$ cat config.mk
export PLATFORM = sky130hd
export DESIGN_NAME = ccm_bank_ctrl_flat
export DESIGN_NICKNAME = d
export VERILOG_FILES = /design/src/rtl/ccm_bank_ctrl_pkg.sv /design/src/rtl/ccm_bank_ctrl_if.sv /design/src/rtl/ccm_bank_ctrl_byte_merge.sv /design/src/rtl/ccm_bank_ctrl.sv /design/src/flat_wrapper.sv
export SDC_FILE = /design/constraint.sdc
export NUM_CORES = 1
export LEC_CHECK = 0
export ABC_AREA = 1
export CORE_ASPECT_RATIO = 1.75
export CORE_MARGIN = 3
export CORE_UTILIZATION = 38
export CTS_CLUSTER_SIZE = 30
export DETAILED_ROUTE_END_ITERATION = 7
export GPL_ROUTABILITY_DRIVEN = 0
export PLACE_DENSITY = 0.77
export REMOVE_ABC_BUFFERS = 1
export SLEW_MARGIN = 10
export SYNTH_ARGS = -nofsm -noshare
export SYNTH_HDL_FRONTEND = slang
export SYNTH_SLANG_ARGS = --single-unit
$ cat constraint.sdc
create_clock -name clk -period 1.3 [get_ports clk]
set_input_delay 0.39 -clock clk [delete_from_list [all_inputs] [get_ports clk]]
set_output_delay 0.39 -clock clk [all_outputs]
set_load 0.03 [all_outputs]
$ cat src/rtl/ccm_bank_ctrl_pkg.sv
// Shared defaults and elaboration helpers for the CCM bank controller.
package ccm_pkg;

  localparam int unsigned CCM_ADDR_WIDTH = 11;
  localparam int unsigned CCM_DATA_WIDTH = 32;
  localparam int unsigned CCM_DEPTH      = 2048;
  localparam int unsigned CCM_RD_PIPE    = 0;

  // Read-return stage selection, named for readability at the top level.
  typedef enum int unsigned {
    CCM_RD_COMB = 0,
    CCM_RD_REG  = 1
  } ccm_rd_mode_e;

  function automatic int unsigned ccm_be_width(input int unsigned data_width);
    return data_width / 8;
  endfunction

  function automatic bit ccm_cfg_ok(input int unsigned addr_width,
                                    input int unsigned data_width,
                                    input int unsigned depth);
    return (data_width != 0) && ((data_width % 8) == 0) && (depth != 0) &&
           (64'(depth) <= (64'd1 << addr_width));
  endfunction

endpackage

$ cat src/rtl/ccm_bank_ctrl_if.sv
// Core-side load/store port of the CCM bank controller.
interface ccm_bank_ctrl_if
  import ccm_pkg::*;
#(
  parameter int unsigned ADDR_WIDTH = CCM_ADDR_WIDTH,
  parameter int unsigned DATA_WIDTH = CCM_DATA_WIDTH
);

  localparam int unsigned BE_WIDTH = ccm_be_width(DATA_WIDTH);

  logic                  cntlr_rd;
  logic [ADDR_WIDTH-1:0] cntlr_raddr;
  logic [DATA_WIDTH-1:0] cntlr_rd_data;
  logic                  cntlr_rd_valid;
  logic                  cntlr_rd_err;
  logic                  cntlr_wr;
  logic [ADDR_WIDTH-1:0] cntlr_waddr;
  logic [DATA_WIDTH-1:0] cntlr_wr_data;
  logic [BE_WIDTH-1:0]   cntlr_wr_be;
  logic                  cntlr_wr_err;

  modport master (
    output cntlr_rd, cntlr_raddr, cntlr_wr, cntlr_waddr, cntlr_wr_data, cntlr_wr_be,
    input  cntlr_rd_data, cntlr_rd_valid, cntlr_rd_err, cntlr_wr_err
  );

  modport slave (
    input  cntlr_rd, cntlr_raddr, cntlr_wr, cntlr_waddr, cntlr_wr_data, cntlr_wr_be,
    output cntlr_rd_data, cntlr_rd_valid, cntlr_rd_err, cntlr_wr_err
  );

endinterface

$ cat src/rtl/ccm_bank_ctrl_byte_merge.sv
// Byte-lane merge: each lane takes the new word where its mask bit is set.
module ccm_byte_merge #(
  parameter  int unsigned BE_WIDTH = 4,
  localparam int unsigned DW       = BE_WIDTH * 8
) (
  input  logic [DW-1:0]       old_word,
  input  logic [DW-1:0]       new_word,
  input  logic [BE_WIDTH-1:0] mask,
  output logic [DW-1:0]       merged
);

  for (genvar i = 0; i < BE_WIDTH; i++) begin : g_lane
    assign merged[8*i +: 8] = mask[i] ? new_word[8*i +: 8] : old_word[8*i +: 8];
  end

endmodule

$ cat src/rtl/ccm_bank_ctrl.sv
// CCM bank controller: registered byte-enable write stage, range-checked reads and
// one-cycle read-after-write forwarding in front of a two-port synchronous SRAM.
module ccm_bank_ctrl
  import ccm_pkg::*;
#(
  parameter  int unsigned ADDR_WIDTH = CCM_ADDR_WIDTH,
  parameter  int unsigned DATA_WIDTH = CCM_DATA_WIDTH,
  parameter  int unsigned DEPTH      = CCM_DEPTH,
  parameter  int unsigned RD_PIPE    = CCM_RD_PIPE,
  localparam int unsigned BE_WIDTH   = ccm_be_width(DATA_WIDTH)
) (
  input  logic                  clk,
  input  logic                  rst_n,
  ccm_bank_ctrl_if.slave        cntlr,
  output logic                  mem_rd,
  output logic [ADDR_WIDTH-1:0] mem_rd_addr,
  input  logic [DATA_WIDTH-1:0] mem_rd_data,
  output logic                  mem_wr,
  output logic [ADDR_WIDTH-1:0] mem_wr_addr,
  output logic [DATA_WIDTH-1:0] mem_wr_data,
  output logic [BE_WIDTH-1:0]   mem_wr_be
);

  if (!ccm_cfg_ok(ADDR_WIDTH, DATA_WIDTH, DEPTH)) begin : g_cfg_err
    $error("ccm_bank_ctrl: DATA_WIDTH must be a multiple of 8 and DEPTH <= 2**ADDR_WIDTH");
  end

  // A fully mapped address space makes every address legal; the compare folds away.
  localparam bit                  FULL_MAP  = (64'(DEPTH) == (64'd1 << ADDR_WIDTH));
  localparam logic [ADDR_WIDTH:0] DEPTH_LIM = (ADDR_WIDTH+1)'(DEPTH);

  logic rd_in_range;
  logic wr_in_range;
  logic fwd_hit;

  logic                  wr_vld_q,  wr_vld_d;
  logic                  wr_err_q,  wr_err_d;
  logic [ADDR_WIDTH-1:0] wr_addr_q, wr_addr_d;
  logic [DATA_WIDTH-1:0] wr_data_q, wr_data_d;
  logic [BE_WIDTH-1:0]   wr_be_q,   wr_be_d;

  logic [DATA_WIDTH-1:0] fwd_data_q, fwd_data_d;
  logic [BE_WIDTH-1:0]   fwd_be_q,   fwd_be_d;

  logic                  rd_vld_q, rd_vld_d;
  logic                  rd_err_q, rd_err_d;

  logic [DATA_WIDTH-1:0] merged;
  logic [DATA_WIDTH-1:0] rd_word;

  assign rd_in_range = FULL_MAP || ({1'b0, cntlr.cntlr_raddr} < DEPTH_LIM);
  assign wr_in_range = FULL_MAP || ({1'b0, cntlr.cntlr_waddr} < DEPTH_LIM);

  // The write stage only ever holds in-range writes, so a hit implies an in-range read.
  // A same-cycle cntlr write is not yet on the stage, which gives read-before-write.
  assign fwd_hit = cntlr.cntlr_rd && wr_vld_q && (wr_addr_q == cntlr.cntlr_raddr);

  always_comb begin
    wr_vld_d  = cntlr.cntlr_wr && wr_in_range;
    wr_err_d  = cntlr.cntlr_wr && !wr_in_range;
    wr_addr_d = wr_addr_q;
    wr_data_d = wr_data_q;
    wr_be_d   = wr_be_q;
    if (wr_vld_d) begin
      wr_addr_d = cntlr.cntlr_waddr;
      wr_data_d = cntlr.cntlr_wr_data;
      wr_be_d   = cntlr.cntlr_wr_be;
    end
  end

  always_comb begin
    fwd_data_d = fwd_data_q;
    fwd_be_d   = fwd_be_q;
    if (cntlr.cntlr_rd) begin
      if (fwd_hit) begin
        fwd_data_d = wr_data_q;
        fwd_be_d   = wr_be_q;
      end else begin
        fwd_be_d   = '0;
      end
    end
  end

  always_comb begin
    rd_vld_d = cntlr.cntlr_rd;
    rd_err_d = cntlr.cntlr_rd && !rd_in_range;
  end

  always_ff @(posedge clk or negedge rst_n) begin
    if (!rst_n) begin
      wr_vld_q   <= 1'b0;
      wr_err_q   <= 1'b0;
      wr_addr_q  <= '0;
      wr_data_q  <= '0;
      wr_be_q    <= '0;
      fwd_data_q <= '0;
      fwd_be_q   <= '0;
      rd_vld_q   <= 1'b0;
      rd_err_q   <= 1'b0;
    end else begin
      wr_vld_q   <= wr_vld_d;
      wr_err_q   <= wr_err_d;
      wr_addr_q  <= wr_addr_d;
      wr_data_q  <= wr_data_d;
      wr_be_q    <= wr_be_d;
      fwd_data_q <= fwd_data_d;
      fwd_be_q   <= fwd_be_d;
      rd_vld_q   <= rd_vld_d;
      rd_err_q   <= rd_err_d;
    end
  end

  ccm_byte_merge #(
    .BE_WIDTH (BE_WIDTH)
  ) u_merge (
    .old_word (mem_rd_data),
    .new_word (fwd_data_q),
    .mask     (fwd_be_q),
    .merged   (merged)
  );

  assign rd_word = rd_err_q ? '0 : merged;

  if (RD_PIPE != CCM_RD_COMB) begin : g_rd_reg
    logic                  out_vld_q,  out_vld_d;
    logic                  out_err_q,  out_err_d;
    logic [DATA_WIDTH-1:0] out_data_q, out_data_d;

    // Data is loaded only on a returning read and held in between.
    always_comb begin
      out_vld_d  = rd_vld_q;
      out_err_d  = rd_err_q;
      out_data_d = out_data_q;
      if (rd_vld_q) begin
        out_data_d = rd_word;
      end
    end

    always_ff @(posedge clk or negedge rst_n) begin
      if (!rst_n) begin
        out_vld_q  <= 1'b0;
        out_err_q  <= 1'b0;
        out_data_q <= '0;
      end else begin
        out_vld_q  <= out_vld_d;
        out_err_q  <= out_err_d;
        out_data_q <= out_data_d;
      end
    end

    assign cntlr.cntlr_rd_valid = out_vld_q;
    assign cntlr.cntlr_rd_err   = out_err_q;
    assign cntlr.cntlr_rd_data  = out_data_q;
  end else begin : g_rd_comb
    assign cntlr.cntlr_rd_valid = rd_vld_q;
    assign cntlr.cntlr_rd_err   = rd_err_q;
    assign cntlr.cntlr_rd_data  = rd_vld_q ? rd_word : '0;
  end

  assign cntlr.cntlr_wr_err = wr_err_q;

  assign mem_rd      = cntlr.cntlr_rd && rd_in_range;
  assign mem_rd_addr = cntlr.cntlr_raddr;
  assign mem_wr      = wr_vld_q;
  assign mem_wr_addr = wr_addr_q;
  assign mem_wr_data = wr_data_q;
  assign mem_wr_be   = wr_be_q;

endmodule

$ cat src/flat_wrapper.sv
// flat-port wrapper written by rule: the top's interface ports become plain ports
module ccm_bank_ctrl_flat import ccm_pkg::*;
#(
  parameter  int unsigned ADDR_WIDTH = CCM_ADDR_WIDTH,
  parameter  int unsigned DATA_WIDTH = CCM_DATA_WIDTH,
  parameter  int unsigned DEPTH      = CCM_DEPTH,
  parameter  int unsigned RD_PIPE    = CCM_RD_PIPE,
  localparam int unsigned BE_WIDTH   = ccm_be_width(DATA_WIDTH)
)
  (clk, rst_n, mem_rd, mem_rd_addr, mem_rd_data, mem_wr, mem_wr_addr, mem_wr_data, mem_wr_be, cntlr_cntlr_rd, cntlr_cntlr_raddr, cntlr_cntlr_wr, cntlr_cntlr_waddr, cntlr_cntlr_wr_data, cntlr_cntlr_wr_be, cntlr_cntlr_rd_data, cntlr_cntlr_rd_valid, cntlr_cntlr_rd_err, cntlr_cntlr_wr_err);
  ccm_bank_ctrl_if #(.ADDR_WIDTH(ADDR_WIDTH), .DATA_WIDTH(DATA_WIDTH)) cntlr_i ();
  input  logic clk;
  input  logic rst_n;
  output logic mem_rd;
  output logic [ADDR_WIDTH-1:0] mem_rd_addr;
  input  logic [DATA_WIDTH-1:0] mem_rd_data;
  output logic mem_wr;
  output logic [ADDR_WIDTH-1:0] mem_wr_addr;
  output logic [DATA_WIDTH-1:0] mem_wr_data;
  output logic [BE_WIDTH-1:0] mem_wr_be;
  input wire logic [$bits(cntlr_i.cntlr_rd)-1:0] cntlr_cntlr_rd;
  input wire logic [$bits(cntlr_i.cntlr_raddr)-1:0] cntlr_cntlr_raddr;
  input wire logic [$bits(cntlr_i.cntlr_wr)-1:0] cntlr_cntlr_wr;
  input wire logic [$bits(cntlr_i.cntlr_waddr)-1:0] cntlr_cntlr_waddr;
  input wire logic [$bits(cntlr_i.cntlr_wr_data)-1:0] cntlr_cntlr_wr_data;
  input wire logic [$bits(cntlr_i.cntlr_wr_be)-1:0] cntlr_cntlr_wr_be;
  output wire logic [$bits(cntlr_i.cntlr_rd_data)-1:0] cntlr_cntlr_rd_data;
  output wire logic [$bits(cntlr_i.cntlr_rd_valid)-1:0] cntlr_cntlr_rd_valid;
  output wire logic [$bits(cntlr_i.cntlr_rd_err)-1:0] cntlr_cntlr_rd_err;
  output wire logic [$bits(cntlr_i.cntlr_wr_err)-1:0] cntlr_cntlr_wr_err;
  assign cntlr_i.cntlr_rd = cntlr_cntlr_rd;
  assign cntlr_i.cntlr_raddr = cntlr_cntlr_raddr;
  assign cntlr_i.cntlr_wr = cntlr_cntlr_wr;
  assign cntlr_i.cntlr_waddr = cntlr_cntlr_waddr;
  assign cntlr_i.cntlr_wr_data = cntlr_cntlr_wr_data;
  assign cntlr_i.cntlr_wr_be = cntlr_cntlr_wr_be;
  assign cntlr_cntlr_rd_data = cntlr_i.cntlr_rd_data;
  assign cntlr_cntlr_rd_valid = cntlr_i.cntlr_rd_valid;
  assign cntlr_cntlr_rd_err = cntlr_i.cntlr_rd_err;
  assign cntlr_cntlr_wr_err = cntlr_i.cntlr_wr_err;
  ccm_bank_ctrl #(.ADDR_WIDTH(ADDR_WIDTH), .DATA_WIDTH(DATA_WIDTH), .DEPTH(DEPTH), .RD_PIPE(RD_PIPE)) u_core (.clk(clk), .rst_n(rst_n), .cntlr(cntlr_i), .mem_rd(mem_rd), .mem_rd_addr(mem_rd_addr), .mem_rd_data(mem_rd_data), .mem_wr(mem_wr), .mem_wr_addr(mem_wr_addr), .mem_wr_data(mem_wr_data), .mem_wr_be(mem_wr_be));
endmodule
After elaboration in Yosys (flattened, before gate mapping):

Index checks and enable logic that the tools add are counted.

* input bits: 94
* output and inout bits: 95
* bits in registers: 85
* logic and storage cells: 17

* multiplexer cells: 6
* equality and inequality tests: 1
* reductions and logical operators: 3

Operators with widths (number)
* 32-bit 2-to-1 mux: 1
* 8-bit 2-to-1 mux: 4
* 11-bit == test: 1
* 4-bit 2-to-1 mux: 1
* 1-bit logical AND: 2
* 2-bit AND reduction: 1

Depth between registers and ports, before layout:

* depth in word-level cells: 3
* gate-level depth with buffers: 10
* depth with buffers taken out: 9

Cells and area by module:

A second synthesis with hierarchy kept.

* cell total of the unflattened synthesis: 536
* area total of the unflattened synthesis: 4330.4 um^2

By module, submodules not included
* ccm_bank_ctrl: area each 3910.0 um^2, seq. area each 2127.0 um^2, cells an instance 432, instances 1
* ccm_byte_merge: area each 420.4 um^2, seq. area each 0.0 um^2, cells an instance 104, instances 1

Worst setup path before layout:

OpenSTA, ideal clock, no wires.

* path kind: flip-flop to output port
* from: register u_core.rd_vld_q, in the netlist u_core.cntlr.cntlr_rd_valid
* to: output cntlr_cntlr_rd_data[0]
* arrival: 1.306 ns
* stages on the path, launching flop included: 4
* slack: -0.396 ns
* data required time: 0.910 ns
* buffers on the path: 1
* cells stage by stage: dfrtp_1 > clkbuf_1 > o21ai_0 > nor2_1

* cells in the longest elaborated chain, start to end: 1

Ends and longest elaborated chain
* start, declared: line ccm_bank_ctrl.sv:45 `logic rd_vld_q, rd_vld_d;`
* start signal, assigned: line ccm_bank_ctrl.sv:108 `rd_vld_q <= rd_vld_d;`
* 32-bit 2-to-1 mux: line ccm_bank_ctrl.sv:157 `assign cntlr.cntlr_rd_data = rd_vld_q ? rd_word : '0;`
* end, declared: line flat_wrapper.sv:27 `output wire logic [$bits(cntlr_i.cntlr_rd_data)-1:0] cntlr_cntlr_rd_data;`

No other way between the ends.

Final worst setup path:

* from: register u_core.rd_vld_q, in the netlist u_core.cntlr.cntlr_rd_valid
* to: output cntlr_cntlr_rd_data[14]

Same word-level chain as after synthesis.

==> impl_metrics.py <==
metrics = {
    "cells_and_area": {
        "areaGrowthSynthToFinish_pct": 77.4,
        "multi_input_area_sq_mm": 0.00197,
        "ff_latch_area_sq_mm": 0.00213,
        "final_layout_size_suffix_gt1_share_pct": 46.4,
        "final_cell_count_no_fill": 839,
        "fill_cells": 756,
        "antenna_cells": 0,
        "nNetsFinal": 799,
    },
    "routing": {
        "post_drt_wl_per_cell_microns": 16.7,
        "wl_mm": 14.0,
        "num_vias": 4066,
        "post_drt_via_cell_ratio": 4.85,
        "ant_nets": 0,
        "drc_errors": 0,
        "drtIter0Drc": 153,
        "firstDrtPassIters": 4,
    },
    "hold_path": {
        "worstHoldStart": "cntlr_cntlr_wr",
        "whs_path_depth": 2,
        "holdPathEnd": "u_core.mem_wr$_DFF_PN0_",
        "min_path_type": "in -> reg",
    },
    "logic_synthesis": {
        "ys_async_sr_fraction_pct": 100,
        "synth_commonest_cells": "110 x nand2_1, 85 x dfrtp_1, 64 x nor2_1",
        "syn_inst": 460,
        "synth_top_cell_by_area": "dfrtp_1",
        "synth_flop_cell": "dfrtp_1",
        "ys_seq_area_share_pct": 51.0,
        "synth.top_cell.area_share_pct": 51.0,
        "yosysWarnings": 0,
        "yosysUniqueCellTypes": 24,
        "synth_area_sq_mm": 0.00417,
        "yosys_register_bits": 85,
        "synth.area.top_cells": "dfrtp_1 51%, nand2_1 9.9%, mux2_2 9.7%",
        "synth-edff-count": 0,
        "yosysMostFrequentCell": "nand2_1",
        "syn_area_per_cell_sq_um": 9.07,
    },
    "clocking": {
        "clockRootBuffer": "clkbuf_16",
        "cts_max_level": 3,
        "clkTransAtPathRegs_ps": 60,
        "clk_latency_ps": 330,
        "clock-sinks": 85,
        "cts_buffer_depth": 2,
        "numCtsBuffers": 9,
        "cts_tree": "done",
    },
    "grt": {
        "antenna_found_initial": 0,
        "gr-total-overflow": 0,
        "grt_max_degree": 46,
        "grt_pass1_vias": 4321,
        "track_usage_pct": 21.8,
        "grt_first_pass_wirelength_mm": 20.9,
    },
    "run_status": {
        "violations": "setup timing",
        "status": "finished with violations",
    },
    "critical_path": {
        "crit_required_ps": 910,
        "r2r_cells": 10,
        "rr_startpoint": "u_core.mem_wr_addr[8]$_DFFE_PN0P_",
        "ff2ff_setup_slack_ps": -210,
        "cp-start-kind": "register",
        "crit_arrival_ps": 1320,
        "cp-end-kind": "primary output",
        "path_class": "reg -> out",
        "worstPathMaxFanout": 16,
        "rr_endpoint": "u_core.fwd_data_q[8]$_DFFE_PN0P_",
    },
    "timing": {
        "whs_ps": 420,
        "period_share_pct": 132,
        "finClkSkew_ps": 5.53,
        "slew_violations": 0,
        "fin_crit_ps": 1710,
        "setup_viol": 76,
        "setup_tns_ps": -18770,
        "setup_slack_ps": -415,
        "hold_viol": 0,
        "max_freq_mhz": 583,
        "rsz0062_at_grt": "true",
    },
    "floorplanning": {
        "die_height_microns": 145,
        "fp.dieArea_sq_mm": 0.0123,
        "placementRows": 50,
        "io_pins": 189,
        "start_util_pct": 39.0,
        "dieWidth_microns": 85.2,
        "core_area_sq_mm": 0.0107,
    },
    "place": {
        "port_buffers": 186,
        "dp_cells": 764,
        "hpwl_mm": 9.03,
        "pre_cts_ws_ps": -603,
    },
    "pwr": {
        "power_leakage_nw": 3.72,
        "peakVddDrop_mv": 0.792,
        "p_total_mw": 7.67,
        "powerDensity_mw_per_mm2": 1040,
    },
    "run": {
        "maxCapViolCount": 0,
    },
}
[placed cells by master (no fill, tap or decap), drive strengths merged]
master         Yosys  final
bufinv             0      2
clkbuf            10     12
clkinv             0      1
dfrtp             85     85
clkdlybuf4s15      0      4
a21oi              1      1
inv               31     31
conb               1      2
dlygate4sd2        0      8
mux2              36     36
o21ai             43     43
nand3             38     38
dlygate4sd3        0      1
nand2            119    119
clkinvlp           0      1
buf               26    176
clkdlybuf4s50      0     79
nor2              70     70
[stage by stage]
step                instance area, sq um  util (%)
floorplan                           3900         -
global placement                    5980      55.9
detailed placement                  5980      55.9
CTS                                 7060      66.0
global route                        7400      69.1
finish                              7400      69.1
[report_power, final]
group          switching, mW  internal [mW]
Clock                  0.966           1.72
Sequential             0.135           2.81
Combinational           1.02           1.02
Total                   2.12           5.55
[state kept, by name, indices dropped and copies added (netlist names)]
register and flops:
u_core.fwd_be_q 4, u_core.fwd_data_q 32, u_core.cntlr.cntlr_rd_valid 1, u_core.mem_wr 1, u_core.mem_wr_be 4, u_core.mem_wr_data 32
u_core.mem_wr_addr 11
[what timing repair did]
| action | CTS | global route |
|---|---|---|
| gates cloned | 6 | 1 |
| endpoints found under the setup margin | 119 | 106 |
| pin swaps | 12 | 13 |
| resized for setup | 108 | 93 |
| buffers inserted | 45 | 12 |
| hold buffers | 1 | 0 |
| hold endpoints to repair | 14 | 0 |
[layout make-up]
cell class | count | area share (%)
clock inverter | 4 | 0.981
clock buffer | 11 | 3.28
multi-input combinational | 309 | 26.6
sequential | 85 | 28.8
inverter | 31 | 1.67
timing repair buffer | 269 | 36.5
tap | 130 | 2.20
[kinds of logic after synthesis]
group / synth area share, %
AOI/OAI and AO/OA: 5.37
and+or+nand+nor: 24.5
muxes: 9.72
DFF: 51.0
other: 0.0899
buffers and inverters: 9.30
[per-layer routing]
layer / GRT usage, % / wire (microns) / up-vias
met4: 10.3 / 518 / 0
li1: - / - / 1948
met3: 3.53 / 621 / 36
met1: 22.7 / 4670 / 1944
met2: 41.6 / 8230 / 138
met5: 0 / 0 / -
[worst max-delay path, stage by stage (launching register included)]
cell and delay, ps:
dfrtp_2 420, clkbuf_16 190, o21ai_1 70, nor2_1 130
buf_4 180
[how the worst max path moves through the flow]
stage,startpoint,to,slack (ps),depth (start not counted)
5_1_grt,u_core.cntlr.cntlr_rd_valid$_DFF_PN0_,cntlr_cntlr_rd_data[14],-470,4
6_report,u_core.cntlr.cntlr_rd_valid$_DFF_PN0_,cntlr_cntlr_rd_data[14],-410,4
3_3_place_gp,cntlr_cntlr_raddr[5],u_core.fwd_data_q[1]$_DFFE_PN0P_,-560,11
3_5_place_dp,cntlr_cntlr_raddr[5],u_core.fwd_data_q[8]$_DFFE_PN0P_,-600,11
4_1_cts,u_core.fwd_be_q[2]$_DFFE_PN0P_,cntlr_cntlr_rd_data[19],-390,4
2_1_floorplan,u_core.cntlr.cntlr_rd_valid$_DFF_PN0_,cntlr_cntlr_rd_data[0],-510,2
Note: power is estimated with default switching activity, not from simulation.
